## src/rtl/pic_ctrl_regs.sv

```systemverilog
// rtl/pic_ctrl_regs.sv - 8259 PIC ICW/OCW command, configuration and read-back register stage
module pic_ctrl_regs #(
    parameter logic [7:0] RESET_IMR       = 8'h00,
    parameter logic       INIT_CLEARS_IMR = 1'b1
) (
    input  logic       clk,
    input  logic       reset,
    input  logic       wr_valid,
    input  logic [7:0] wr_data,
    input  logic       wr_type,
    input  logic [1:0] wr_nr,
    input  logic       rd_en,
    input  logic       rd_a0,
    input  logic [7:0] irr,
    input  logic [7:0] isr,
    input  logic       poll_hit,
    input  logic [2:0] poll_level,
    output logic [7:0] rd_data,
    output logic [7:0] imr,
    output logic [4:0] vector_base,
    output logic       ltim,
    output logic       sngl,
    output logic       ic4,
    output logic [7:0] icw3,
    output logic       upm,
    output logic       aeoi,
    output logic       ms,
    output logic       buf_mode,
    output logic       sfnm,
    output logic       init_done,
    output logic       init_pulse,
    output logic       cmd_valid,
    output logic [2:0] cmd_code,
    output logic [2:0] cmd_level,
    output logic       rotate_aeoi,
    output logic       smm,
    output logic       poll_ack,
    output logic       seq_err
);

    typedef enum logic [2:0] {
        UNINIT    = 3'd0,
        WAIT_ICW2 = 3'd1,
        WAIT_ICW3 = 3'd2,
        WAIT_ICW4 = 3'd3,
        READY     = 3'd4
    } state_t;

    state_t     state;
    state_t     state_next;
    logic       icw1_ok, icw2_ok, icw3_ok, icw4_ok;
    logic       ocw1_ok, ocw2_ok, ocw3_ok, wr_ok;
    logic       ocw2_live;
    logic       read_isr;
    logic       poll_pending;
    logic [2:0] ocw2_code;

    assign ocw2_code = wr_data[7:5];

    // Write acceptance: ICW1 always, other ICWs only in their slot, OCWs only once ready
    always_comb begin
        icw1_ok   = wr_valid && wr_type && (wr_nr == 2'd0);
        icw2_ok   = wr_valid && wr_type && (wr_nr == 2'd1) && (state == WAIT_ICW2);
        icw3_ok   = wr_valid && wr_type && (wr_nr == 2'd2) && (state == WAIT_ICW3);
        icw4_ok   = wr_valid && wr_type && (wr_nr == 2'd3) && (state == WAIT_ICW4);
        ocw1_ok   = wr_valid && !wr_type && (wr_nr == 2'd0) && (state == READY);
        ocw2_ok   = wr_valid && !wr_type && (wr_nr == 2'd1) && (state == READY);
        ocw3_ok   = wr_valid && !wr_type && (wr_nr == 2'd2) && (state == READY);
        wr_ok     = icw1_ok || icw2_ok || icw3_ok || icw4_ok || ocw1_ok || ocw2_ok || ocw3_ok;
        ocw2_live = ocw2_ok && (ocw2_code != 3'b010);
    end

    always_ff @(posedge clk) begin
        if (reset) begin
            state <= UNINIT;
        end else begin
            state <= state_next;
        end
    end

    always_comb begin
        state_next = state;
        if (icw1_ok) begin
            state_next = WAIT_ICW2;
        end else if (icw2_ok) begin
            if (!sngl) begin
                state_next = WAIT_ICW3;
            end else if (ic4) begin
                state_next = WAIT_ICW4;
            end else begin
                state_next = READY;
            end
        end else if (icw3_ok) begin
            state_next = ic4 ? WAIT_ICW4 : READY;
        end else if (icw4_ok) begin
            state_next = READY;
        end
    end

    always_comb begin
        init_done = (state == READY);
    end

    always_ff @(posedge clk) begin
        if (reset) begin
            imr          <= RESET_IMR;
            vector_base  <= 5'd0;
            ltim         <= 1'b0;
            sngl         <= 1'b0;
            ic4          <= 1'b0;
            icw3         <= 8'h00;
            {sfnm, buf_mode, ms, aeoi, upm} <= 5'd0;
            init_pulse   <= 1'b0;
            seq_err      <= 1'b0;
            cmd_valid    <= 1'b0;
            cmd_code     <= 3'd0;
            cmd_level    <= 3'd0;
            rotate_aeoi  <= 1'b0;
            smm          <= 1'b0;
            read_isr     <= 1'b0;
            poll_pending <= 1'b0;
            poll_ack     <= 1'b0;
            rd_data      <= 8'h00;
        end else begin
            init_pulse <= icw1_ok;
            seq_err    <= wr_valid && !wr_ok;
            cmd_valid  <= ocw2_live;
            poll_ack   <= 1'b0;

            if (icw1_ok) begin
                ltim        <= wr_data[3];
                sngl        <= wr_data[1];
                ic4         <= wr_data[0];
                icw3        <= 8'h00;
                {sfnm, buf_mode, ms, aeoi, upm} <= 5'd0;
                smm         <= 1'b0;
                rotate_aeoi <= 1'b0;
                read_isr    <= 1'b0;
                if (INIT_CLEARS_IMR) begin
                    imr <= 8'h00;
                end
            end
            if (icw2_ok) begin
                vector_base <= wr_data[7:3];
            end
            if (icw3_ok) begin
                icw3 <= wr_data;
            end
            if (icw4_ok) begin
                {sfnm, buf_mode, ms, aeoi, upm} <= wr_data[4:0];
            end
            if (ocw1_ok) begin
                imr <= wr_data;
            end
            if (ocw2_live) begin
                cmd_code  <= ocw2_code;
                cmd_level <= wr_data[2:0];
            end
            if (ocw2_ok && ocw2_code == 3'b100) begin
                rotate_aeoi <= 1'b1;
            end else if (ocw2_ok && ocw2_code == 3'b000) begin
                rotate_aeoi <= 1'b0;
            end
            if (ocw3_ok && wr_data[6]) begin
                smm <= wr_data[5];
            end
            if (ocw3_ok && wr_data[1]) begin
                read_isr <= wr_data[0];
            end

            // Reads see pre-write state; a poll armed by a concurrent write survives this read
            if (rd_en) begin
                if (rd_a0) begin
                    rd_data <= imr;
                end else if (poll_pending) begin
                    rd_data  <= {poll_hit, 4'b0000, poll_level};
                    poll_ack <= 1'b1;
                end else begin
                    rd_data <= read_isr ? isr : irr;
                end
            end

            if (icw1_ok) begin
                poll_pending <= 1'b0;
            end else if (ocw3_ok && wr_data[2]) begin
                poll_pending <= 1'b1;
            end else if (rd_en && !rd_a0 && poll_pending) begin
                poll_pending <= 1'b0;
            end
        end
    end

endmodule

```

## config.mk

```make
export PLATFORM = sky130hd
export DESIGN_NAME = pic_ctrl_regs
export DESIGN_NICKNAME = d
export VERILOG_FILES = /design/src/rtl/pic_ctrl_regs.sv
export SDC_FILE = /design/constraint.sdc
export NUM_CORES = 1
export LEC_CHECK = 0
export CELL_PAD_IN_SITES_DETAIL_PLACEMENT = 2
export CELL_PAD_IN_SITES_GLOBAL_PLACEMENT = 2
export CORE_MARGIN = 4
export CORE_UTILIZATION = 31
export DETAILED_ROUTE_END_ITERATION = 7
export DONT_BUFFER_PORTS = 1
export PLACE_DENSITY_LB_ADDON = 0.1
export SYNTH_ARGS = -nofsm -noshare
export SYNTH_HDL_FRONTEND = slang
export SYNTH_SLANG_ARGS = --single-unit
```

## constraint.sdc

```tcl
create_clock -name clk -period 1.4 [get_ports clk]
set_clock_uncertainty 0.15 [all_clocks]
set_input_delay 0.28 -clock clk [delete_from_list [all_inputs] [get_ports clk]]
set_output_delay 0.28 -clock clk [all_outputs]
set_load 0.02 [all_outputs]
```

Yosys cells after proc, flatten, opt, wreduce, memory -nomap -nowiden --
Index checks and enable logic that the tools add are counted.
Operators by class: bitwise gates (word level) 1, shift-type cells 0, multiplexer cells 25, $mul 0, magnitude comparators 0, div/mod/pow operators 0, add/sub/neg operators 0, eq/ne operators 9, reductions and logical operators 46
Operators by type and width (count):
- 8-bit 2-to-1 mux | 6
- 1-bit logical AND | 24
- 3-bit 2-to-1 mux | 5
- 1-bit 2-to-1 mux | 14
- 2-bit nonzero test | 6
- 3-bit by 2-bit equality test with 1-bit output, second input constant | 2
- 3-bit equality test, second input constant | 2
- 1-bit logical OR | 6
- 3-bit nonzero test | 2
- 2-bit equality test, second input constant | 2
- 4-bit nonzero test | 1
- 3-bit by 1-bit equality test with 1-bit output, second input constant | 1
- 1-bit zero test | 3
- 3-bit zero test | 1
- 3-bit by 2-bit inequality test with 1-bit output, second input constant | 1
- 3-bit OR reduction | 1
- 2-bit by 1-bit equality test with 1-bit output, second input constant | 1
- 2-bit zero test | 1
- 2-bit OR reduction | 1
- 1-bit inverter | 1
Word-level totals: word-level logic and storage cells 105, register bits after elaboration 54, bits in latches 0, memories 0, output and inout port bits 50, ROM bits 0, memory bits (writable) 0

Depth between registers and ports, before layout --
Gate-level depths: netlist of the first run.
depth in word-level cells 11, depth in mapped cells 6

Worst setup path after synthesis of the first run --
No wires, ideal clock.
path type reg-to-reg, start register state[0], end register rotate_aeoi, setup slack -0.318 ns, data arrival time 1.433 ns, path buffers 1, data required time 1.115 ns, stages on the path, launching flop included 6, cells stage by stage dfxtp_1 -> buf_2 -> nor3b_4 -> nand2_1 -> o311ai_0 -> o41ai_1
On the way: word-level cells in the longest chain between the ends 5
Ends and longest elaborated chain:
- from (decl) | line 49 | state_t state;
- from (signal assigned) | line 77 | state <= state_next;
- 3-bit equality test (*)
- via init_done | line 30 | output logic init_done,
- 1-bit logical AND (*) | line 67 | ocw2_ok = wr_valid && !wr_type && (wr_nr == 2'd1) && (state == READY);
- 1-bit logical AND | line 161 | end else if (ocw2_ok && ocw2_code == 3'b000) begin
- 1-bit 2-to-1 mux | line 161
- 1-bit 2-to-1 mux | line 159 | if (ocw2_ok && ocw2_code == 3'b100) begin
- to (signal assigned) | line 118 | rotate_aeoi <= 1'b0;
- to (signal assigned) | line 160 | rotate_aeoi <= 1'b1;
- to (signal assigned) | line 162 | rotate_aeoi <= 1'b0;
- to (decl) | line 35 | output logic rotate_aeoi,
Mark *: on every way through the listed nets, which the timed path passes. The rest lies on a longest branch. A chain may end at the register's enable or synchronous reset.

Worst setup path after layout of the first run --
start register state[2], end output init_done
On the way: word-level cells in the longest chain between the ends 1
Ends and longest elaborated chain:
- 3-bit equality test | line 101 | init_done = (state == READY);
- to (decl) | line 30
No other way between the ends.

==> impl_metrics.ini, run 1 <==
[sta]
hold_viol = 47
fin_ws_ns = -0.215
period_needed_ns = 1.62
finalMaxSlewViolations = 0
max_slew_margin = 0.677
worst_pin_slew_ns = 0.483
max_freq_mhz = 619
post-route-period-util = 1.15
final.setup.tns_ns = -2.82
holdWs_ns = -0.137
rsz0062_at_grt = true
finalSetupViolCount = 40

[setup_path]
r2r.worst_path.cells = 5
arrival_ns = 1.19
crit_type = flip-flop to output port
cp-start-kind = flip-flop
crit_buf_inv = 2
crit_chain = nor3b_4, buf_6, buf_6
cp_common_cell = buf_6
r2r-start = state[2]$_SDFFE_PP0P_
r2r-end = imr[1]$_SDFFE_PP0P_
endpoint_kind = output port
crit_cells = 3
critPathTopFamily = flip-flops
required_ns = 0.97
critical_path.max_fanout = 3
r2r_slack_ns = -0.15
slowest_delay_ns = 0.36
cp_slowest_cell = dfxtp_2

[global_routing]
antenna_found_initial = 0
grt_max_degree = 53
grt_pass1_vias = 2303
gr-total-overflow = 0
grt_pass1_wl_mm = 13.2
grt_usage = 0.195

[min_path]
hold_depth = 1
whs_endpoint = cmd_code[0]$_SDFFE_PP0P_
hold_start = reset
worstHoldPathType = input pin to flip-flop

[yosys]
synth_edf_count = 0
synth_area_leaders = dfxtp_1 (46%), mux2i_1 (6.8%), a21oi_1 (5.8%)
yosys_warnings = 0
synth_top_area_frac = 0.461
synth-seq-cells = 54
synth_most_common_cell = dfxtp_1
yosysTopAreaCell = dfxtp_1
ys_types = 40
synth_area_sq_um = 2340
syn-num-nets = 306
synthCells = 270
syn_avg_cell_area_sq_um = 8.68
ys_seq_area_frac = 0.461
synthArstFlopShare = 0
synth_ff_type = dfxtp_1
synthTopCellsByCount = dfxtp_1 (54), nand2_1 (36), a21oi_1 (27)

[outcome]
status = finished, violations left
violations = negative hold slack, negative setup slack

[cts]
cts_htree_levels = 2
cts_tree = yes
numClockSinks = 54
path_clk_slew_ns = 0.10
cts_root_buf = clkbuf_8
cts.path.max_buffers = 2
cts_hold_repair.buffers = 5
tritoncts.num_buffers = 5
worstSkewPairLatency_ns = 0.31

[floorplan]
core_area_sq_um = 7290
die_h_um = 95.0
num_rows = 31
dieArea_sq_um = 9020
ios = 86
start_util = 0.322
die_w_um = 95.0

[route]
routedWlPerCell_um = 21.8
routed_wl_mm = 8.51
drc_errors = 0
final_antenna_net_count = 0
drtIter0Drc = 94
firstDrtPassIters = 4
vias_per_cell = 5.42
num_vias = 2119

[layout]
fin_util = 0.422
drive_above_1_share = 0.312
final.fill_count = 812
diodes = 0
nets = 327
syn_to_final_growth_pct = 31.2

[run]
max-cap-violations = 0

[placed_design]
portBuffers = 0
pre_cts_slack_ns = -0.202
gp_congestion = 0.789
dp.final_hpwl_mm = 5.72

[power_and_ir_drop]
ir_drop_mv = 0.407
power_density_nw_per_um2 = 882
leakage_nw = 1.09
## flip-flops by register name, indices dropped and copies added (netlist names), 3 cells and up
register / count
imr: 8
rd_data: 8
vector_base: 5
cmd_level: 3
cmd_code: 3
state: 3
icw3: 8
## cell usage in the layout, fill, tap and decap left out, types with 5 or more instances in the layout
cell and instances:
a211oi_1 8, a21oi_1 19, a21oi_2 8, buf_4 17, buf_6 9, clkbuf_8 6, dfxtp_1 48, dfxtp_2 5
dlygate4sd3_1 5, mux2i_1 16, nand2_1 30, nand3_1 23, nor2_1 23
## report_power, final
part | switching, W | internal [W] | leakage (nW)
Sequential | 0.0000363 | 0.00155 | 0.440
Combinational | 0.0000863 | 0.0000776 | 0.604
Clock | 0.000549 | 0.000411 | 0.0489
## worst max path at each step
stage / slack, ns / from / end
final: -0.22 / state[2]$_SDFFE_PP0P_ / init_done
after CTS: -0.20 / state[1]$_SDFFE_PP0P_ / init_done
after global routing: -0.26 / state[2]$_SDFFE_PP0P_ / init_done
after global placement: -0.18 / state[0]$_SDFFE_PP0P_ / state[0]$_SDFFE_PP0P_
after floorplan: -0.25 / state[1]$_SDFFE_PP0P_ / rotate_aeoi$_SDFFE_PP0P_
after detailed placement: -0.20 / state[1]$_SDFFE_PP0P_ / cmd_code[0]$_SDFFE_PP0P_
## logic make-up after synthesis
logic type,count (synthesis),synth area share
simple gates,118,0.256
compound gates,56,0.153
flops,54,0.461
buf+inv,21,0.0390
mux,20,0.0875
xor+xnor,1,0.00374
## what timing repair did
action	in CTS	in global routing
setup buffers	7	0
endpoints found under the setup margin	43	49
pin swaps	16	13
hold endpoints to repair	50	47
resized for setup	47	20
## final cells by class
class	count	area, sq um	area share
Tap cell	99	124	0.0403
Clock inverter	1	8.76	0.00285
Multi-Input combinational cell	195	1420	0.463
Timing Repair Buffer	34	339	0.110
Clock buffer	7	86.3	0.0281
Inverter	1	3.75	0.00122
Sequential cell	54	1090	0.355
## through the flow
step / area, sq um / cells / hold WS, ns / power [W]
finish: 3080 / 391 / -0.137 / 0.00271
global route: 3080 / 391 / -0.158 / 0.00284
CTS: 3010 / 393 / -0.143 / 0.00274
detailed placement: 2630 / 374 / 0.207 / 0.00174
global placement: 2630 / 374 / 0.204 / 0.00174
floorplan: 2390 / 270 / 0.232 / 0.00175
## metal layers
layer / GRT usage / up-vias / part of all wire / routed length, um
met3: 0.0765 / 8 / 0.082 / 700
li1: - / 1012 / - / -
met5: 0 / - / 0 / 0
met1: 0.248 / 1036 / 0.44 / 3730
met4: 0.0565 / 0 / 0.013 / 109
met2: 0.306 / 63 / 0.47 / 3970
Note: power is estimated with default switching activity, not from simulation.
==> run 2: changes to the inputs <==
--- a/config.mk
+++ b/config.mk
@@ -5,12 +5,13 @@
 export SDC_FILE = /design/constraint.sdc
 export NUM_CORES = 1
 export LEC_CHECK = 0
+export CAP_MARGIN = 15
 export CELL_PAD_IN_SITES_DETAIL_PLACEMENT = 2
 export CELL_PAD_IN_SITES_GLOBAL_PLACEMENT = 2
 export CORE_MARGIN = 4
-export CORE_UTILIZATION = 31
+export CORE_UTILIZATION = 23
+export CTS_BUF_LIST = sky130_fd_sc_hd__clkbuf_8
 export DETAILED_ROUTE_END_ITERATION = 7
-export DONT_BUFFER_PORTS = 1
 export PLACE_DENSITY_LB_ADDON = 0.1
 export SYNTH_ARGS = -nofsm -noshare
 export SYNTH_HDL_FRONTEND = slang
==> run 2 against run 1 <==
The flow finishes with violations (negative setup slack). Critical path depth grew 2. Via count grew 20%. Worst hold slack gained 0.29 ns. Sequential share of layout area shrank 7.6 points. Sequential power is essentially flat. Sequential cell count is the same. Combinational power grew to 2.6 times the previous value. Die area grew 32%. Clock power grew 3.4%. Maximum frequency grew 2.2%. Cell count grew 36%.
==> impl_metrics.ini, run 2 (synthesized netlist as in run 1, its figures left out) <==
[cts]
numClockSinks = 54
cts.path.max_buffers = 2
cts_hold_repair.buffers = 0
worstSkewPairLatency_ns = 0.31
cts_htree_levels = 2
cts_tree = yes
cts_root_buf = clkbuf_8
path_clk_slew_ns = 0.11
tritoncts.num_buffers = 5

[min_path]
worstHoldPathType = input pin to flip-flop
hold_start = reset

[power_and_ir_drop]
p_switching_w = 0.000819
power_density_nw_per_um2 = 754
leakage_nw = 1.57
ir_drop_mv = 0.413
seqPwrFrac = 0.524
combinationalPowerShare = 0.142
power.share.clock = 0.333
intPower_w = 0.00216
swShare = 0.275
power_w = 0.00298

[floorplan]
ios = 86
dieArea_sq_um = 11900
start_util = 0.238
die_w_um = 109
num_rows = 36
die_h_um = 109
core_area_sq_um = 9860

[global_routing]
grt_max_degree = 23
grt_pass1_vias = 2773
grt_pass1_wl_mm = 15.3
gr-total-overflow = 0
grt_usage = 0.167
antenna_found_initial = 0

[setup_path]
cp-start-kind = flip-flop
r2r_slack_ns = -0.18
endpoint_kind = flip-flop
r2r-start = state[0]$_SDFFE_PP0P_
arrival_ns = 1.69
startpoint = state[0]$_SDFFE_PP0P_
required_ns = 1.51
critical_path.max_fanout = 5
crit_type = flip-flop to flip-flop

[placed_design]
pre_cts_slack_ns = -0.699
dp.final_hpwl_mm = 7.13
gp_congestion = 0.751
portBuffers = 85
place_inst = 517
place_area_sq_um = 3670

[route]
drc_errors = 0
drtIter0Drc = 67
final_antenna_net_count = 0
firstDrtPassIters = 4
num_vias = 2540
routedWlPerCell_um = 18.9
routed_wl_mm = 10.0
vias_per_cell = 4.78

[layout]
layout_commonest_cell = buf_4
final.fill_count = 1086
layout_common_cells = buf_4 (47), dfxtp_1 (45), buf_2 (43)
top_regs = icw3 x8, imr x8, rd_data x8
drive_above_1_share = 0.510
nets = 433
syn_to_final_growth_pct = 68.5
diodes = 0
stdcell_count = 531
design_area_sq_um = 3950

[sta]
max_freq_mhz = 633
max_slew_margin = 0.746
hold_viol = 0
period_needed_ns = 1.58
finalSetupViolCount = 39
rsz0062_at_grt = true
post-route-period-util = 1.13
fin_ws_ns = -0.180
finalMaxSlewViolations = 0
worst_pin_slew_ns = 0.380

[run]
max-cap-violations = 0

[outcome]
status = finished, violations left
violations = negative setup slack
-- run 2: cell count changes in the layout (fill, tap and decap cells not counted), sizes merged --
| cell | delta |
|---|---|
| clkdlybuf4s15 | +5 |
| dlygate4sd3 | -5 |
| clkdlybuf4s50 | +27 |
| buf | +70 |
| clkbuf | +2 |
| inv | -1 |
| dlygate4sd2 | +6 |
| clkinv | +2 |
-- run 2: final cells by class --
cell class | instances | area (sq um) | share of cell area
Clock buffer | 6 | 82.6 | 0.0209
Inverter | 1 | 3.75 | 0.000950
Sequential cell | 54 | 1100 | 0.278
Multi-Input combinational cell | 195 | 1510 | 0.382
Timing Repair Buffer | 140 | 1070 | 0.271
Tap cell | 133 | 166 | 0.0421
Clock inverter | 2 | 17.5 | 0.00443
-- run 2: power by group through the flow --
stage	registers (W)	logic, W	clock network, W
floorplan	0.00162	0.000124	0
global placement	0.00160	0.000393	0
detailed placement	0.00160	0.000400	0
CTS	0.00157	0.000408	0.00102
global route	0.00157	0.000456	0.00110
finish	0.00156	0.000424	0.000993
-- run 2: worst max-delay path, cell delays in order, from the launching register on --
cell       delay (ns)
dfxtp_4          0.38
buf_6            0.11
and4bb_4         0.38
a31oi_4          0.07
a2111oi_4        0.26
o21a_1           0.17
-- run 2: path summary, 6_finish.rpt --
kind	endpoint	cells past startpoint
setup / recovery	state[2]$_SDFFE_PP0P_	5
hold / removal	rd_data[7]$_SDFFE_PP0P_	2
setup reg to reg	state[2]$_SDFFE_PP0P_	5
hold reg to reg	ltim$_SDFFE_PP0P_	2
-- run 2: metrics by stage --
| step | setup TNS (ns) | utilization | hold WS [ns] |
|---|---|---|---|
| 3_3_place_gp | -27.06 | 0.372 | 0.297 |
| 6_report | -4.12 | 0.401 | 0.156 |
| 4_1_cts | -3.00 | 0.404 | 0.162 |
| 3_5_place_dp | -28.09 | 0.372 | 0.317 |
| 2_1_floorplan | -3.79 | - | 0.232 |
| 5_1_grt | -6.67 | 0.401 | 0.182 |
-- run 2: timing repair --
item / in CTS / in global routing
buffers inserted: 5 / 4
resized for setup: 213 / 89
cloned: 0 / 0
endpoints found under the setup margin: 97 / 89
endpoints found under the hold margin: 0 / 0
pin swaps: 28 / 28
-- run 2: routing by layer --
metal | GRT usage | up-vias | part of all wire
li1 | - | 1217 | -
met1 | 0.206 | 1246 | 0.41
met2 | 0.299 | 67 | 0.51
met3 | 0.0367 | 10 | 0.054
met4 | 0.0334 | 0 | 0.017
met5 | 0 | - | 0
==> run 3: changes to the inputs <==
--- a/config.mk
+++ b/config.mk
@@ -9,10 +9,10 @@
 export CELL_PAD_IN_SITES_DETAIL_PLACEMENT = 2
 export CELL_PAD_IN_SITES_GLOBAL_PLACEMENT = 2
 export CORE_MARGIN = 4
-export CORE_UTILIZATION = 23
-export CTS_BUF_LIST = sky130_fd_sc_hd__clkbuf_8
+export CORE_UTILIZATION = 22
 export DETAILED_ROUTE_END_ITERATION = 7
-export PLACE_DENSITY_LB_ADDON = 0.1
+export PLACE_DENSITY_LB_ADDON = 0.12
+export SKIP_LAST_GASP = 1
 export SYNTH_ARGS = -nofsm -noshare
 export SYNTH_HDL_FRONTEND = slang
 export SYNTH_SLANG_ARGS = --single-unit
==> run 3 against run 2 <==
Worst hold slack worse by 0.030 ns. The flow still finishes with violations (negative setup slack). Maximum frequency is 4.3% lower. Sequential share of layout area is 1.5 points lower. Cell count is 2.4% higher. Via count is 2.1% higher. Sequential power hardly changed. Setup slack worse by 0.071 ns.
==> impl_metrics.ini, run 3 (synthesized netlist as in run 1, its figures left out) <==
[sta]
finalMaxSlewViolations = 0
hold_viol = 0
finalSetupViolCount = 32
fin_ws_ns = -0.251
worst_pin_slew_ns = 0.458
rsz0062_at_grt = true
holdWs_ns = 0.126
max_slew_margin = 0.694
post-route-period-util = 1.18
max_freq_mhz = 606
period_needed_ns = 1.65

[floorplan]
start_util = 0.226
die_h_um = 111
core_area_sq_um = 10400
dieArea_sq_um = 12400
die_w_um = 111
num_rows = 37
ios = 86

[cts]
tritoncts.num_buffers = 5
cts_hold_repair.buffers = 0
cts_tree = yes
path_clk_slew_ns = 0.09
worstSkewPairLatency_ns = 0.30
cts.path.max_buffers = 2
numClockSinks = 54
cts_root_buf = clkbuf_8
cts_htree_levels = 2

[layout]
top_regs = icw3 x8, imr x8, rd_data x8
layout_commonest_cell = buf_4
multiInputGateArea_sq_um = 1500
drive_above_1_share = 0.498
final.fill_count = 1141
register_area_sq_um = 1100
stdcell_count = 544
fin_util = 0.401
diodes = 0
syn_to_final_growth_pct = 77.5
nets = 443
layout_common_cells = buf_4 (52), dfxtp_1 (44), clkdlybuf4s50_1 (27)

[route]
routedWlPerCell_um = 18.2
num_vias = 2594
drc_errors = 0
routed_wl_mm = 9.90
drtIter0Drc = 97
final_antenna_net_count = 0
firstDrtPassIters = 4
vias_per_cell = 4.77

[placed_design]
dp.final_hpwl_mm = 7.08
portBuffers = 85
place_inst = 523
gp_congestion = 0.742

[power_and_ir_drop]
ir_drop_mv = 0.391
leakage_nw = 1.61
power_density_nw_per_um2 = 739

[setup_path]
cp_slowest_cell = dfxtp_4
cp-start-kind = flip-flop
arrival_ns = 1.75
critPathTopFamily = compound AO/OA/AOI/OAI gates
crit_buf_inv = 1
slowest_delay_ns = 0.38
r2r_slack_ns = -0.25
required_ns = 1.50
critical_path.max_fanout = 6
crit_chain = buf_6, and4bb_4, a31oi_4, a2111oi_4, o21a_1
crit_type = flip-flop to flip-flop
endpoint_kind = flip-flop

[global_routing]
gr-total-overflow = 0
grt_max_degree = 20
grt_usage = 0.152
grt_pass1_vias = 2900
antenna_found_initial = 1
grt_pass1_wl_mm = 15.3

[min_path]
worstHoldPathType = input pin to flip-flop

[outcome]
status = finished, violations left
violations = negative setup slack

[run]
max-cap-violations = 0
==> run 3: cell types whose count changed in the layout (fill, tap and decap cells not counted), moves of 3 or more <==
cell / before / now
a21oi_1: 5 / 14
buf_4: 47 / 52
clkdlybuf4s15_2: 5 / 23
nand3_2: 8 / 11
nand3_1: 17 / 14
dfxtp_2: 6 / 9
a21oi_2: 22 / 13
buf_6: 8 / 11
buf_2: 43 / 22
==> run 3: worst paths after layout <==
kind / start / endpoint / depth (start not counted)
worst min register to register: icw3[2]$_SDFFE_PP0P_ / icw3[2]$_SDFFE_PP0P_ / 2
worst max register to register: state[0]$_SDFFE_PP0P_ / state[2]$_SDFFE_PP0P_ / 5
worst max-delay path: state[0]$_SDFFE_PP0P_ / state[2]$_SDFFE_PP0P_ / 5
worst min-delay path: reset / upm$_SDFFE_PP0P_ / 2
==> run 3: final cells by class <==
| type | instances | area share |
|---|---|---|
| multi-input combinational | 196 | 0.359 |
| timing repair buffer | 149 | 0.309 |
| sequential | 54 | 0.263 |
| tap | 136 | 0.0409 |
| clock buffer | 6 | 0.0174 |
| clock inverter | 2 | 0.00902 |
| inverter | 1 | 0.000902 |
==> run 3: worst reg2reg max path, cell delays in order (launching register included) <==
cell	delay, ns
dfxtp_4	0.38
buf_6	0.12
and4bb_4	0.36
a31oi_4	0.07
a2111oi_4	0.34
o21a_1	0.18
==> run 3: through the flow <==
| step | total power (W) | setup WS [ns] | TNS (ns) | cell area (sq um) |
|---|---|---|---|---|
| after global placement | 0.00200 | -0.625 | -26.45 | 3700 |
| after floorplan | 0.00175 | -0.255 | -3.79 | 2390 |
| final | 0.00308 | -0.251 | -3.71 | 4160 |
| after detailed placement | 0.00200 | -0.698 | -27.67 | 3700 |
| after CTS | 0.00311 | -0.251 | -5.22 | 4100 |
| after global routing | 0.00321 | -0.303 | -6.25 | 4160 |
==> run 3: power by group <==
group	internal [W]	switching (W)	leakage [nW]
clock	0.000535	0.000544	0.0514
sequential	0.00155	0.0000116	0.442
combinational	0.000213	0.000220	1.12
total	0.00230	0.000775	1.61
==> run 3: metal layers <==
| metal | share of wire | vias up | GRT usage | routed length, um |
|---|---|---|---|---|
| met1 | 0.42 | 1263 | 0.180 | 4120 |
| li1 | - | 1241 | - | - |
| met4 | 0.014 | 2 | 0.0292 | 136 |
| met3 | 0.059 | 13 | 0.0480 | 584 |
| met2 | 0.51 | 75 | 0.271 | 5050 |
| met5 | 0.0013 | - | 0 | 13 |
==> run 3: repair_timing <==
| item | 4_1_cts | 5_1_grt |
|---|---|---|
| cloned | 1 | 0 |
| hold endpoints to repair | 0 | 0 |
| resized for setup | 205 | 71 |
| endpoints found under the setup margin | 96 | 77 |
| setup buffers | 5 | 9 |
| pin swaps | 33 | 18 |
==> RTL change 1, RTL diff (config.mk and constraints of run 3) <==
Encoding of `state_t`: now one-hot (5 bits for 5 states).
--- a/src/rtl/pic_ctrl_regs.sv
+++ b/src/rtl/pic_ctrl_regs.sv
@@ -38,12 +38,12 @@
     output logic       seq_err
 );
 
-    typedef enum logic [2:0] {
-        UNINIT    = 3'd0,
-        WAIT_ICW2 = 3'd1,
-        WAIT_ICW3 = 3'd2,
-        WAIT_ICW4 = 3'd3,
-        READY     = 3'd4
+    typedef enum logic [4:0] {
+        UNINIT    = 5'b00001,
+        WAIT_ICW2 = 5'b00010,
+        WAIT_ICW3 = 5'b00100,
+        WAIT_ICW4 = 5'b01000,
+        READY     = 5'b10000
     } state_t;
 
     state_t     state;
Check against the original RTL: no difference found for any inputs over 10 cycles, from zero or initial values and one cycle with reset high; not proved beyond that.
==> RTL change 1 against run 3 <==
- the run still ends with negative setup slack left
- worst setup slack lost 51 ps
- die area grew 3.5%
- non-clock buffer count grew 24
- total power grew 3.4%
- core utilization grew 1.6 points
- first-iteration DRC count shrank 21%
- sequential cell count grew 2
- maximum frequency shrank 3.0%
- routed wire length grew 12%
- area after synthesis grew 3.7%
- design area grew 8.6%
- highest routed layer is now met4
==> RTL change 1: results (changes against run 3) <==
post-synthesis sequential area ratio=46.1% (about the same); largest net degree at the start of global routing=26 (+30%); Final min period=1700 ps (+50.7 ps); Max VDD drop=381 µV (-2.7%); first-pass GRT wire length=17000 µm (+11%); post-synth net total=317 (+3.6%); CP max stage delay=360 ps (-20 ps); arrival time worst endpoint=1750 ps (about the same); Psw=816 µW (+5.2%); DP HPWL=7380 µm (+4.3%); violated checks=negative setup slack; PwrDens=704 nW/µm² (-4.8%); DR iter-0 viols=77 (-21%); clock-pin slew on the worst setup and hold paths=110 ps (+20 ps); total track usage=16.8% (+1.6 points); Mean Syn Cell Area=8.66 µm² (-0.33%); placed instance count=555 (+6.1%); routed vias/inst=4.83 (+1.4%); biggest regs=icw3 x8, imr x8, rd_data x8; Routed WL per cell=19.1 µm (+4.9%); most frequent cells after synthesis=dfxtp_1, nand2_1, nor2_1; Area after DPL=4010 µm² (+8.4%); post-synthesis compound-gate area fraction=13.9% (-1.4 points); Post-CTS Setup Bufs=13 (+8); Distinct cells, synth=35 (-13%); fraction of layout cells with a size suffix above 1=49.2% (-0.54 points); Post-layout nets=478 (+7.9%); Slowest cell on crit path=dfxtp_2; worst reg2reg path startpoint=state[0]; Reg power frac=50.8% (about the same); setup_tns=-9720 ps (-6010 ps); P_leak=0.00180 µW (+12%); hold depth=3 (+1); status=finished, violations left; placer's final routability congestion estimate=0.746 (+0.57%); xor-xnor portion of the synthesized cell area=0% (-0.37 points); post-route setup slack=-301 ps (-50.7 ps); Post-CTS Resized=219 (+6.8%); R2R cell count=6 (+1); initial antenna violation count=0 (-1); non-filler cells in the finished layout=583 (+7.2%); post-synthesis mux area share=10.1% (+1.3 points); # setup viols final=43 (+34%); number of global-route vias before repair=3013 (+3.9%); Tightest Pin Transition=512 ps (+53.5 ps); Post-Place Worst Slack=-800 ps (-102 ps)
[RTL change 1: cell type report]
cell class	instances	area [µm²]
Clock buffer	6	72.6
Clock inverter	2	35.0
Fill cell	1185	6320
Inverter	6	22.5
Multi-Input combinational cell	200	1610
Sequential cell	56	1140
Tap cell	140	175
Timing Repair Buffer	173	1460
[RTL change 1: how the worst max path moves through the flow]
stage	slack, ps	endpoint	from	depth (start not counted)
2_1_floorplan	-200	state[3]	state[0]	6
3_3_place_gp	-820	sfnm	wr_type	7
3_5_place_dp	-800	imr[4]	wr_type	7
4_1_cts	-300	state[2]	state[1]	6
5_1_grt	-370	init_done	state[1]	4
6_report	-300	rotate_aeoi	state[0]	6
[RTL change 1: routing by layer]
layer	global-route usage, %	wire [µm]	vias to the layer above
met5	0	0	-
met4	3.04	122	0
met3	3.69	532	11
met2	28.2	5400	73
met1	22.4	5080	1400
li1	-	-	1334
==> RTL change 2, RTL diff (settings of run 3) <==
Made on the original files. Change the parameter `INIT_CLEARS_IMR` from 1'b1 to 1'b0.
--- a/src/rtl/pic_ctrl_regs.sv
+++ b/src/rtl/pic_ctrl_regs.sv
@@ -1,7 +1,7 @@
 // rtl/pic_ctrl_regs.sv - 8259 PIC ICW/OCW command, configuration and read-back register stage
 module pic_ctrl_regs #(
     parameter logic [7:0] RESET_IMR       = 8'h00,
-    parameter logic       INIT_CLEARS_IMR = 1'b1
+    parameter logic       INIT_CLEARS_IMR = 1'b0
 ) (
     input  logic       clk,
     input  logic       reset,
Behaviour: not the same (a bounded check fails within 10 cycles, from zero or initial values and one cycle with reset high).
==> RTL change 2 against run 3 <==
- area after synthesis rose by 0.48%
- core utilization shrank 0.30 points
- sequential cell count stayed put
- critical path depth unchanged
- worst setup slack worse by 16 ps
- routed wire length down 2.7%
- design area down 0.75%
- the run still ends with negative setup slack left
- total power fell by 4.4%
- critical path type unchanged
- largest cell class unchanged
==> RTL change 2: results (changes against run 3) <==
status=finished, violations left; violated checks=negative setup slack; met2 wire len=4810 µm (-4.6%); grt met2 use=26.0% (-1.2 points); Yosys top cell area share=45.9% (-0.22 points); post-synthesis sequential area ratio=45.9% (-0.22 points); post-route setup slack=-267 ps (-16.3 ps); # setup viols final=40 (+25%); worst reg2reg path startpoint=state[1]; post-synthesis mux area share=13.0% (+4.2 points); first-pass GRT wire length=15000 µm (-1.8%); Clock power frac=33.0% (-2.1 points); P_int=2160 µW (-6.1%); post-synth net total=298 (-2.6%); initial antenna violation count=0 (-1); Post-layout nets=445 (+0.45%); routed length on met3=416 µm (-29%); number of global-route vias before repair=2732 (-5.8%); DRC=0 (unchanged); Post-CTS Resized=208 (+1.5%); post-synthesis compound-gate area fraction=14.0% (-1.3 points); first-pass detailed-route iteration total=4 (unchanged); Met1 Routed Length=4330 µm (+5.1%); Fillers=1171 (+2.6%); Max VDD drop=348 µV (-11%); xor-xnor portion of the synthesized cell area=0.372% (-0.0018 points); total track usage=15.1% (-0.15 points); DP HPWL=7120 µm (+0.69%); top routing layer used=met4; YS warnings=0 (unchanged); placer's final routability congestion estimate=0.699 (-5.9%); CP max stage delay=380 ps (about the same); CP top delay family=compound AO/OA/AOI/OAI gates; synth top area cells=dfxtp_1, mux2i_1, nor2_1; Multi-In Gates=188 (-4.1%); met3 usage=3.37% (-1.4 points); Comb pwr share=13.8% (-0.3 points); DR iter-0 viols=65 (-33%); final hold slack=80.5 ps (-45.1 ps); P_leak=0.00181 µW (+12%); slew margin rel.=73.2% (+3.8 points); largest net degree at the start of global routing=29 (+45%); fraction of layout cells with a size suffix above 1=48.5% (-1.2 points); worst-path fanout max=5 (-1); Routed WL per cell=17.7 µm (-3.0%); buffering overhead=31.4% (+0.45 points); WHS Endpoint=vector_base[3]; multi-input combinational area share=35.4% (-0.58 points); Seq area share=26.6% (+0.26 points); inverters=2 (+1); vias=2485 (-4.2%)
## RTL change 2: cell count changes in the layout (fill, tap and decap cells not counted), moves of 3 or more
cell | run 3 | this run
buf_4 | 52 | 57
clkdlybuf4s15_2 | 23 | 8
nand3_1 | 14 | 0
mux2i_1 | 16 | 25
dlygate4sd2_1 | 6 | 3
nand2_2 | 12 | 0
o21ai_1 | 5 | 2
buf_2 | 22 | 43
o21ai_0 | 1 | 4
nand2_1 | 22 | 29
a21oi_2 | 13 | 2
nor2_1 | 23 | 32
## RTL change 2: through the flow
stage | cell area, µm² | setup TNS, ps | power, µW | instances | setup slack (ps)
6_report | 4130 | -5350 | 2940 | 546 | -267
5_1_grt | 4130 | -8640 | 3090 | 546 | -326
4_1_cts | 4060 | -5740 | 3000 | 539 | -266
3_5_place_dp | 3850 | -32060 | 2000 | 525 | -767
3_3_place_gp | 3850 | -30480 | 1990 | 525 | -727
2_1_floorplan | 2500 | -7630 | 1750 | 262 | -320
